===== config.mk =====
export PLATFORM = sky130hd
export DESIGN_NAME = controlador_ascensor_flat
export DESIGN_NICKNAME = d
export VERILOG_FILES = /design/src/rtl/controlador_ascensor_if.sv /design/src/rtl/controlador_ascensor.sv /design/src/flat_wrapper.sv
export SDC_FILE = /design/constraint.sdc
export NUM_CORES = 1
export LEC_CHECK = 0
export CORE_ASPECT_RATIO = 1.1
export CORE_MARGIN = 4
export CORE_UTILIZATION = 52
export DETAILED_ROUTE_END_ITERATION = 8
export GPL_ROUTABILITY_DRIVEN = 0
export GPL_TIMING_DRIVEN = 0
export PLACE_DENSITY = 0.84
export SYNTH_ARGS = -nofsm -noshare
export SYNTH_HDL_FRONTEND = slang
export SYNTH_SLANG_ARGS = --single-unit

===== constraint.sdc =====
create_clock -name clk -period 10.47 [get_ports clk]
set_input_delay 2.094 -clock clk [delete_from_list [all_inputs] [get_ports clk]]
set_output_delay 2.094 -clock clk [all_outputs]
set_load 0.02 [all_outputs]

===== src/rtl/controlador_ascensor_if.sv =====
// rtl/controlador_ascensor_if.sv - request, lamp, motor and door signals of the elevator controller
interface controlador_ascensor_if;
  logic [9:0] sol_in;
  logic [9:0] sol;
  logic [1:0] piso;
  logic       dir;
  logic       motor_sub;
  logic       motor_baj;
  logic       puerta;
  logic       borrar;
  logic [3:0] cod_borrar;

  // Button side: drives request pulses, observes lamps, motor, door and clear strobe
  modport master (
    output sol_in,
    input  sol, piso, dir, motor_sub, motor_baj, puerta, borrar, cod_borrar
  );

  // Controller side
  modport slave (
    input  sol_in,
    output sol, piso, dir, motor_sub, motor_baj, puerta, borrar, cod_borrar
  );
endinterface


===== src/rtl/controlador_ascensor.sv =====
// rtl/controlador_ascensor.sv - 4-floor SCAN elevator scheduler driving motor, door and request lamps
module controlador_ascensor #(
  parameter int TRAVEL_CYCLES = 16,
  parameter int DOOR_CYCLES   = 8
) (
  input  logic                   clk,
  input  logic                   reset_n,
  controlador_ascensor_if.slave  bus
);

  // One shared down-counter times both floor travel and door dwell
  localparam int TMAX = (TRAVEL_CYCLES > DOOR_CYCLES) ? TRAVEL_CYCLES : DOOR_CYCLES;
  localparam int TW   = (TMAX > 1) ? $clog2(TMAX) : 1;
  localparam logic [TW-1:0] TRAVEL_LOAD = TW'(TRAVEL_CYCLES - 1);
  localparam logic [TW-1:0] DOOR_LOAD   = TW'(DOOR_CYCLES - 1);

  typedef enum logic [1:0] {
    REPOSO   = 2'd0,
    MOVIENDO = 2'd1,
    PUERTA   = 2'd2
  } state_t;

  state_t        state_q, state_d;
  logic [9:0]    sol_q, sol_d;
  logic [9:0]    mask_q, mask_d;
  logic [1:0]    piso_q, piso_d;
  logic          dir_q, dir_d;
  logic [TW-1:0] timer_q, timer_d;
  logic          motor_sub_q, motor_sub_d;
  logic          motor_baj_q, motor_baj_d;
  logic          puerta_q, puerta_d;
  logic          borrar_q, borrar_d;
  logic [3:0]    cod_q, cod_d;

  // Per-floor views of the pending requests
  logic [3:0] hall_up, hall_dn, cabina, fl_req;

  // Idle-floor evaluation
  logic here_req, here_u, req_ahead, req_behind;

  // Arrival evaluation at the next floor in the travel direction
  logic [1:0] piso_next;
  logic       arr_in_dir, arr_opp, arr_beyond, arr_end, arr_flip, arr_stop, arr_u;

  // Stop bookkeeping shared by the idle and arrival paths
  logic       stop_go, stop_u;
  logic [1:0] stop_f;
  logic [9:0] set_v, clr_v;

  function automatic logic any_above(input logic [3:0] r, input logic [1:0] f);
    logic a;
    a = 1'b0;
    for (int i = 0; i < 4; i++) begin
      if (2'(i) > f) a = a | r[i];
    end
    return a;
  endfunction

  function automatic logic any_below(input logic [3:0] r, input logic [1:0] f);
    logic a;
    a = 1'b0;
    for (int i = 0; i < 4; i++) begin
      if (2'(i) < f) a = a | r[i];
    end
    return a;
  endfunction

  // Cabin bit of the floor plus the single hall bit matching the served direction
  function automatic logic [9:0] clear_mask(input logic [1:0] f, input logic u);
    logic [9:0] m;
    case (f)
      2'd0:    m = 10'h041;
      2'd1:    m = u ? 10'h084 : 10'h082;
      2'd2:    m = u ? 10'h110 : 10'h108;
      default: m = 10'h220;
    endcase
    return m;
  endfunction

  // End floors always report "up" in the served code
  function automatic logic [3:0] stop_code(input logic [1:0] f, input logic u);
    logic uc;
    uc = ((f == 2'd0) || (f == 2'd3)) ? 1'b1 : u;
    return {1'b0, uc, f};
  endfunction

  // Regroup the request vector by floor
  always_comb begin
    hall_up = {1'b0, sol_q[4], sol_q[2], sol_q[0]};
    hall_dn = {sol_q[5], sol_q[3], sol_q[1], 1'b0};
    cabina  = sol_q[9:6];
    fl_req  = hall_up | hall_dn | cabina;
  end

  // Decisions taken while idle: serve this floor, keep direction, or reverse
  always_comb begin
    here_req   = fl_req[piso_q];
    here_u     = (hall_up[piso_q] ^ hall_dn[piso_q]) ? hall_up[piso_q] : dir_q;
    req_ahead  = dir_q ? any_above(fl_req, piso_q) : any_below(fl_req, piso_q);
    req_behind = dir_q ? any_below(fl_req, piso_q) : any_above(fl_req, piso_q);
  end

  // Stop rule on arriving at a floor; a lone opposite hall call with nothing beyond reverses the scan
  always_comb begin
    piso_next  = dir_q ? (piso_q + 2'd1) : (piso_q - 2'd1);
    arr_in_dir = dir_q ? hall_up[piso_next] : hall_dn[piso_next];
    arr_opp    = dir_q ? hall_dn[piso_next] : hall_up[piso_next];
    arr_beyond = dir_q ? any_above(fl_req, piso_next) : any_below(fl_req, piso_next);
    arr_end    = dir_q ? (piso_next == 2'd3) : (piso_next == 2'd0);
    arr_flip   = ~arr_in_dir & arr_opp & ~arr_beyond;
    arr_stop   = cabina[piso_next] | arr_in_dir | arr_flip | arr_end;
    arr_u      = arr_flip ? ~dir_q : dir_q;
  end

  // Next state, timer, request latch and registered output values
  always_comb begin
    state_d     = state_q;
    piso_d      = piso_q;
    dir_d       = dir_q;
    timer_d     = timer_q;
    mask_d      = mask_q;
    motor_sub_d = 1'b0;
    motor_baj_d = 1'b0;
    puerta_d    = 1'b0;
    borrar_d    = 1'b0;
    cod_d       = 4'h0;
    stop_go     = 1'b0;
    stop_f      = piso_q;
    stop_u      = dir_q;
    clr_v       = 10'h000;
    set_v       = bus.sol_in & ~((state_q == PUERTA) ? mask_q : 10'h000);

    case (state_q)
      REPOSO: begin
        if (here_req) begin
          stop_go = 1'b1;
          stop_u  = here_u;
        end else if (req_ahead) begin
          state_d     = MOVIENDO;
          timer_d     = TRAVEL_LOAD;
          motor_sub_d = dir_q;
          motor_baj_d = ~dir_q;
        end else if (req_behind) begin
          state_d     = MOVIENDO;
          dir_d       = ~dir_q;
          timer_d     = TRAVEL_LOAD;
          motor_sub_d = ~dir_q;
          motor_baj_d = dir_q;
        end
      end

      MOVIENDO: begin
        if (timer_q != '0) begin
          timer_d     = timer_q - TW'(1);
          motor_sub_d = dir_q;
          motor_baj_d = ~dir_q;
        end else begin
          piso_d = piso_next;
          if (arr_stop) begin
            stop_go = 1'b1;
            stop_f  = piso_next;
            stop_u  = arr_u;
          end else begin
            timer_d     = TRAVEL_LOAD;
            motor_sub_d = dir_q;
            motor_baj_d = ~dir_q;
          end
        end
      end

      PUERTA: begin
        if (timer_q != '0) begin
          timer_d  = timer_q - TW'(1);
          puerta_d = 1'b1;
        end else begin
          state_d = REPOSO;
          mask_d  = 10'h000;
        end
      end

      default: state_d = REPOSO;
    endcase

    // A stop opens the door, strobes the served code and drops its requests on the same edge
    if (stop_go) begin
      state_d  = PUERTA;
      dir_d    = stop_u;
      timer_d  = DOOR_LOAD;
      puerta_d = 1'b1;
      borrar_d = 1'b1;
      clr_v    = clear_mask(stop_f, stop_u);
      cod_d    = stop_code(stop_f, stop_u);
      mask_d   = clr_v;
    end

    // Clear beats a simultaneous set of the same bit
    sol_d = (sol_q | set_v) & ~clr_v;
  end

  // State and output registers; reset aborts any travel or door cycle and returns to floor 1
  always_ff @(posedge clk or negedge reset_n) begin
    if (!reset_n) begin
      state_q     <= REPOSO;
      sol_q       <= 10'h000;
      mask_q      <= 10'h000;
      piso_q      <= 2'd0;
      dir_q       <= 1'b1;
      timer_q     <= '0;
      motor_sub_q <= 1'b0;
      motor_baj_q <= 1'b0;
      puerta_q    <= 1'b0;
      borrar_q    <= 1'b0;
      cod_q       <= 4'h0;
    end else begin
      state_q     <= state_d;
      sol_q       <= sol_d;
      mask_q      <= mask_d;
      piso_q      <= piso_d;
      dir_q       <= dir_d;
      timer_q     <= timer_d;
      motor_sub_q <= motor_sub_d;
      motor_baj_q <= motor_baj_d;
      puerta_q    <= puerta_d;
      borrar_q    <= borrar_d;
      cod_q       <= cod_d;
    end
  end

  assign bus.sol        = sol_q;
  assign bus.piso       = piso_q;
  assign bus.dir        = dir_q;
  assign bus.motor_sub  = motor_sub_q;
  assign bus.motor_baj  = motor_baj_q;
  assign bus.puerta     = puerta_q;
  assign bus.borrar     = borrar_q;
  assign bus.cod_borrar = cod_q;

endmodule


===== src/flat_wrapper.sv =====
// flat-port wrapper written by rule: the top's interface ports become plain ports
module controlador_ascensor_flat 
#(
  parameter int TRAVEL_CYCLES = 16,
  parameter int DOOR_CYCLES   = 8
)
  (clk, reset_n, bus_sol_in, bus_sol, bus_piso, bus_dir, bus_motor_sub, bus_motor_baj, bus_puerta, bus_borrar, bus_cod_borrar);
  controlador_ascensor_if bus_i ();
  input  logic clk;
  input  logic reset_n;
  input wire logic [$bits(bus_i.sol_in)-1:0] bus_sol_in;
  output wire logic [$bits(bus_i.sol)-1:0] bus_sol;
  output wire logic [$bits(bus_i.piso)-1:0] bus_piso;
  output wire logic [$bits(bus_i.dir)-1:0] bus_dir;
  output wire logic [$bits(bus_i.motor_sub)-1:0] bus_motor_sub;
  output wire logic [$bits(bus_i.motor_baj)-1:0] bus_motor_baj;
  output wire logic [$bits(bus_i.puerta)-1:0] bus_puerta;
  output wire logic [$bits(bus_i.borrar)-1:0] bus_borrar;
  output wire logic [$bits(bus_i.cod_borrar)-1:0] bus_cod_borrar;
  assign bus_i.sol_in = bus_sol_in;
  assign bus_sol = bus_i.sol;
  assign bus_piso = bus_i.piso;
  assign bus_dir = bus_i.dir;
  assign bus_motor_sub = bus_i.motor_sub;
  assign bus_motor_baj = bus_i.motor_baj;
  assign bus_puerta = bus_i.puerta;
  assign bus_borrar = bus_i.borrar;
  assign bus_cod_borrar = bus_i.cod_borrar;
  controlador_ascensor #(.TRAVEL_CYCLES(TRAVEL_CYCLES), .DOOR_CYCLES(DOOR_CYCLES)) u_core (.clk(clk), .reset_n(reset_n), .bus(bus_i));
endmodule

# Yosys cells after proc, flatten, opt, wreduce, memory -nomap -nowiden
# Index checks and enable logic that the tools add are counted.
# op_classes
addsub	3
n_eq_ne	15
bitwise	29
muxes	93
reduce_logical	14
magnitude_cmp	18
# ops
cell	n
1-bit 2-to-1 mux	56
10-bit 2-to-1 mux	5
10-bit case mux with 3 select lines	1
4-bit 2-to-1 mux	7
10-bit AND	2
10-bit inverter	2
2-bit 2-to-1 mux	9
1-bit bitwise OR	15
1-bit binary-select mux with 2-bit select	6
4-bit case mux with 3 select lines	1
10-bit bitwise OR	1
2-bit == test, second input constant	4
1-bit by 2-bit greater-than comparator with 1-bit output, first input constant	4
2-bit greater-than comparator, first input constant	4
1-bit by 2-bit less-than comparator with 1-bit output, first input constant	4
2-bit less-than comparator, first input constant	4
1-bit case mux with 2 select lines	4
4-bit AND reduction	2
4-bit nonzero test	2
2-bit zero test	3
2-bit by 3-bit less-than comparator with 1-bit output, second input constant	2
3-bit 2-to-1 mux	2
3-bit by 2-bit != test with 1-bit output, second input constant	2
2-bit case mux with 3 select lines	1
other kinds (19)	29
# word_totals
reg_bits	36
word_cells	183
inputBits	12

# Logic depth before layout (Yosys ltp)
# logic_depth
depth_word	23
ltp_mapped	14

# Worst setup path after synthesis
# No wires, ideal clock.
# synth_path
path_kind	register to register
from	reg u_core.piso_q[1], in the netlist u_core.bus.piso[1]
to	reg u_core.mask_q[2]
slack_ns	6.753
stages_incl_launch_ff	14
arrival_time_ns	3.596
n_path_buf	2
path_cell_list	dfrtp_1 -> clkbuf_1 -> inv_1 -> ha_1 -> buf_6 -> xnor2_2 -> mux2_1 -> o31ai_2 -> a31oi_2 -> xnor2_1 -> inv_1 -> ha_1 -> nor2b_1 -> a32o_1
# synth_between
elab_chain_cells	21
elab_cells_between_ends	73
# synth_rtl
element	line	rtl
from (decl)	controlador_ascensor.sv:26	logic [1:0] piso_q, piso_d;
from (signal assigned)	controlador_ascensor.sv:218	piso_q <= piso_d;
2-bit by 1-bit subtractor with 2-bit output or 2-bit by 1-bit adder with 2-bit output (tied branches)	controlador_ascensor.sv:105	piso_next = dir_q ? (piso_q + 2'd1) : (piso_q - 2'd1);
2-bit 2-to-1 mux	controlador_ascensor.sv:105	
1-bit by 2-bit less-than comparator with 1-bit output or 1-bit by 2-bit greater-than comparator with 1-bit output (tied branches)	controlador_ascensor.sv:63, controlador_ascensor.sv:54	
1-bit 2-to-1 mux (on tied branches)	controlador_ascensor.sv:63, controlador_ascensor.sv:54	
1-bit bitwise OR (on tied branches)	controlador_ascensor.sv:63, controlador_ascensor.sv:54	
1-bit 2-to-1 mux (on tied branches)	controlador_ascensor.sv:63, controlador_ascensor.sv:54	
1-bit bitwise OR (on tied branches)	controlador_ascensor.sv:63, controlador_ascensor.sv:54	
1-bit 2-to-1 mux (on tied branches)	controlador_ascensor.sv:63, controlador_ascensor.sv:54	
[... 4 more ...]	--	
1-bit AND	controlador_ascensor.sv:110	arr_flip = ~arr_in_dir & arr_opp & ~arr_beyond;
1-bit bitwise OR (2 in series)	controlador_ascensor.sv:111	arr_stop = cabina[piso_next] | arr_in_dir | arr_flip | arr_end;
1-bit 2-to-1 mux or 2-bit 2-to-1 mux (tied branches)	controlador_ascensor.sv:159	if (arr_stop) begin
1-bit 2-to-1 mux or 2-bit 2-to-1 mux (tied branches)	controlador_ascensor.sv:153	if (timer_q != '0) begin
1-bit case mux with 2 select lines or 2-bit 2-to-1 mux (tied branches)	controlador_ascensor.sv:133	case (state_q)
3-bit 2-to-1 mux (tied with other cells)	controlador_ascensor.sv:73	2'd1: m = u ? 10'h084 : 10'h082;
10-bit case mux with 3 select lines	controlador_ascensor.sv:71	case (f)
10-bit 2-to-1 mux	controlador_ascensor.sv:185	if (stop_go) begin
to (signal assigned)	controlador_ascensor.sv:217	mask_q <= mask_d;
to (decl)	controlador_ascensor.sv:25	logic [9:0] mask_q, mask_d;
# Parallel ways exist; a longest one is shown, timed or not. The select of a mux whose other input is x is not followed.
# A chain may end at the register's enable or synchronous reset.

# Worst setup path in the final report
# layout_path
from	reg u_core.piso_q[1], in the netlist u_core.bus.piso[1]
to	reg u_core.mask_q[4]
# layout_between
elab_chain_cells	21
elab_cells_between_ends	73
# layout_rtl
element	line	rtl
2-bit by 1-bit subtractor with 2-bit output or 2-bit by 1-bit adder with 2-bit output (tied branches)	controlador_ascensor.sv:105	
2-bit 2-to-1 mux	controlador_ascensor.sv:105	
1-bit by 2-bit less-than comparator with 1-bit output or 1-bit by 2-bit greater-than comparator with 1-bit output (tied branches)	controlador_ascensor.sv:63, controlador_ascensor.sv:54	
1-bit 2-to-1 mux (on tied branches)	controlador_ascensor.sv:63, controlador_ascensor.sv:54	
1-bit bitwise OR (on tied branches)	controlador_ascensor.sv:63, controlador_ascensor.sv:54	
1-bit 2-to-1 mux (on tied branches)	controlador_ascensor.sv:63, controlador_ascensor.sv:54	
1-bit bitwise OR (on tied branches)	controlador_ascensor.sv:63, controlador_ascensor.sv:54	
1-bit 2-to-1 mux (on tied branches)	controlador_ascensor.sv:63, controlador_ascensor.sv:54	
[... 4 more ...]	--	
1-bit AND	controlador_ascensor.sv:110	
1-bit bitwise OR (2 in series)	controlador_ascensor.sv:111	
1-bit 2-to-1 mux or 2-bit 2-to-1 mux (tied branches)	controlador_ascensor.sv:159	
1-bit 2-to-1 mux or 2-bit 2-to-1 mux (tied branches)	controlador_ascensor.sv:153	
1-bit case mux with 2 select lines or 2-bit 2-to-1 mux (tied branches)	controlador_ascensor.sv:133	
5-bit 2-to-1 mux (tied with other cells)	controlador_ascensor.sv:74	2'd2: m = u ? 10'h110 : 10'h108;
10-bit case mux with 3 select lines	controlador_ascensor.sv:71	
10-bit 2-to-1 mux	controlador_ascensor.sv:185	
# Parallel ways exist; a longest one is shown, timed or not. The select of a mux whose other input is x is not followed.

==> reports/metrics.cfg <==
[status]
outcome=finished, final reports clean

[worst_setup_path]
crit_path_end_kind=register
required_ns=10.69
worstSetupStartpoint=u_core.bus.piso[1]
cp_max_fo=8
r2r_start=u_core.bus.piso[1]
critical_path_class=register to register
crit_arrival_ns=4.41
startpoint_type=register

[power]
p_total_uw=645
powerDensity_nw_per_um2=250
vdd_drop_max_mv=0.149
leakage_uw=0.00109

[grt]
antenna_found_initial=0
gr-total-overflow=0
track_usage_pct=21.5
grt_max_degree=35
grt_pass1_wl_mm=8.22
first_global_vias=1741

[detailed_routing]
drc=0
vias=1824
ant_nets=0
routed_via_density=5.94
drt-wirelength-per-cell_um=16.1
firstDrtPassIters=4
drt_wl_total_mm=4.93
drtIter0Drc=97

[place]
dp_worst_setup_slack_ns=6.33
portBuffers=31
dpl_cell_area_um2=2480
dp_hpwl_mm=3.60

[sta]
layout_min_cycle_time_ns=4.19
setup_viol=0
clock.fmax_ghz=0.239
drv_slew=0
setup_ws_ns=6.28
finalSetupTns_ns=0
hold_viol_final=0
max_slew_margin_pct=41.2
grt_setup_unrepaired=false
clock_skew_ns=0.00550
min_period_over_period_pct=40.0
tightest_slew_ns=0.881

[clock_network]
cts_hold_buf=0
path_clk_slew_ns=0.07
cts_tree=built
clkLatencyLatePin_ns=0.28
cts_resized=0
clockBufferDepth=2
clockRootBuffer=clkbuf_8
cts_setup_buffers=0
htree_num_levels=2
cts_buffers=5
clkSinkCount=34

[final_layout]
num_antenna_cells=0
final_nets=282
stdcell_area_um2=2580
area_delta_synth_final_pct=21.8
drive_above_1_share_pct=10.2

[min_path]
worstHoldPathType=register to register
hp-start=u_core.mask_q[1]

[logic_synthesis]
syn_inst=216
synth.distinct_cells=52
synth_seq_cells=34
syn_nets=244
synth.avg_cell_area_um2=9.79
yosysWarningCount=0
yosysSeqAreaShare_pct=40.3
synth_ff_type=dfrtp_1
asyncSetResetFlopFracSynth_pct=100
synth_edf_count=0
synth_area_um2=2110

[die]
design.core.area_um2=3930
dieWidth_um=68.8
die_area_um2=5150
die_h_um=74.9
initial_core_util_pct=53.8
io_pins=33
fp-row-count=24

[run]
cap_violations=0

## cell families (layout without fill, tap and decap cells)
kind of cell / Yosys count / count (layout) / synth area share, %
buffers and inverters: 20 / 59 / 4.73
AO/OA/AOI/OAI: 74 / 74 / 23.2
adder cells (fa/ha/maj): 17 / 17 / 9.94
XOR/XNOR: 5 / 5 / 2.43
other: 1 / 1 / 0.177
AND/OR/NAND/NOR: 56 / 56 / 12.9
flip-flops: 34 / 34 / 40.3
multiplexers: 9 / 9 / 6.33
## final timing paths
kind | depth (start not counted) | slack (ns) | endpoint
worst max-delay path | 13 | 6.28 | u_core.mask_q[4]
worst min-delay path | 1 | 0.50 | u_core.mask_q[1]
worst max register to register | 13 | 6.28 | u_core.mask_q[4]
worst min register to register | 1 | 0.50 | u_core.mask_q[1]
max in group asynchronous | 1 | 8.11 | u_core.bus.piso[0]
min in group asynchronous | 1 | 1.87 | u_core.bus.motor_baj
## per-stage QoR
stage	utilization, %	std cells	hold WS, ns
finish	65.5	307	0.501
global route	65.5	307	0.538
CTS	65.5	307	0.502
detailed placement	63.2	299	0.482
global placement	63.3	299	0.476
floorplan	-	216	0.466
## routing by layer
metal	up-vias	GRT usage, %	routed length, um
met1	888	27.4	2150
met3	12	4.93	262
met5	-	0	0
met4	0	8.87	102
met2	70	35.2	2410
li1	854	-	-
## cell usage after synthesis (all sizes together), types with 2 or more instances
cell type	count	share of area, %
mux2	2	1.1
o21a	2	0.71
a21o	2	0.71
o22ai	2	0.59
a32o	2	0.95
a22o	6	2.5
a21oi	30	7.3
o21ai	12	2.8
buf	6	2.2
mux4	3	3.4
nor2	15	2.7
o22a	2	0.83
xnor2	4	2.0
mux2i	4	1.9
nand2b	5	1.5
or3	3	1.1
a31oi	5	1.8
ha	16	9.5
clkbuf	3	0.53
and3	2	0.59
dfrtp	33	39
and2	2	0.59
inv	11	2.0
nor3	4	0.95
nor2b	5	1.5
o32ai	2	0.83
o221a	2	1.1
nand3	2	0.47
nand2	16	2.8
## sequential cells by signal, summed over array words and instances (netlist names)
name	cells
u_core.bus.sol	10
u_core.bus.borrar	1
u_core.bus.dir	1
u_core.mask_q	8
u_core.bus.puerta	1
u_core.timer_q	4
u_core.state_q	2
u_core.bus.cod_borrar	3
u_core.bus.piso	2
u_core.bus.motor_sub	1
u_core.bus.motor_baj	1
## placed cells by master, fill, tap and decap left out, types with 3 or more instances in the layout
cell type | netlist | final
dfrtp_1 | 33 | 33
clkdlybuf4s50_1 | 0 | 30
a21oi_1 | 29 | 29
nand2_1 | 16 | 16
ha_1 | 16 | 16
nor2_1 | 15 | 15
o21ai_0 | 11 | 11
inv_1 | 10 | 10
a22o_1 | 6 | 6
clkbuf_8 | 0 | 6
nand2b_1 | 5 | 5
nor2b_1 | 5 | 5
clkbuf_1 | 3 | 4
mux2i_1 | 4 | 4
nor3_1 | 4 | 4
a31oi_1 | 4 | 4
xnor2_1 | 3 | 3
buf_2 | 2 | 3
## power breakdown
part           switching (uW)  total [uW]  leakage (uW)  internal [uW]
sequential               30.3         199      0.000400            169
combinational             196         346      0.000640            151
clock                    46.4        99.4     0.0000482           53.0
## cell type report
type / instances / area [um2]
fillers: 332 / 1360
clock buffers: 7 / 86.3
flip-flops and latches: 34 / 852
multi-input cells: 162 / 1160
repair buffers: 31 / 305
well taps: 52 / 65.1
clock inverters: 1 / 5.00
plain buffers: 9 / 58.8
inverters: 11 / 41.3
## worst max-delay path: stages (launching register included)
cell and delay, ns:
dfrtp_1 0.42, clkbuf_1 0.37, inv_1 0.18, ha_1 0.32, buf_6 0.14, xnor2_2 0.24, mux2_1 0.41, o31ai_2 0.38
a31oi_2 0.27, xnor2_1 0.47, inv_1 0.13, ha_1 0.29, nor2b_1 0.27, a32o_1 0.22
No activity file was read; power rests on OpenSTA's default activity.
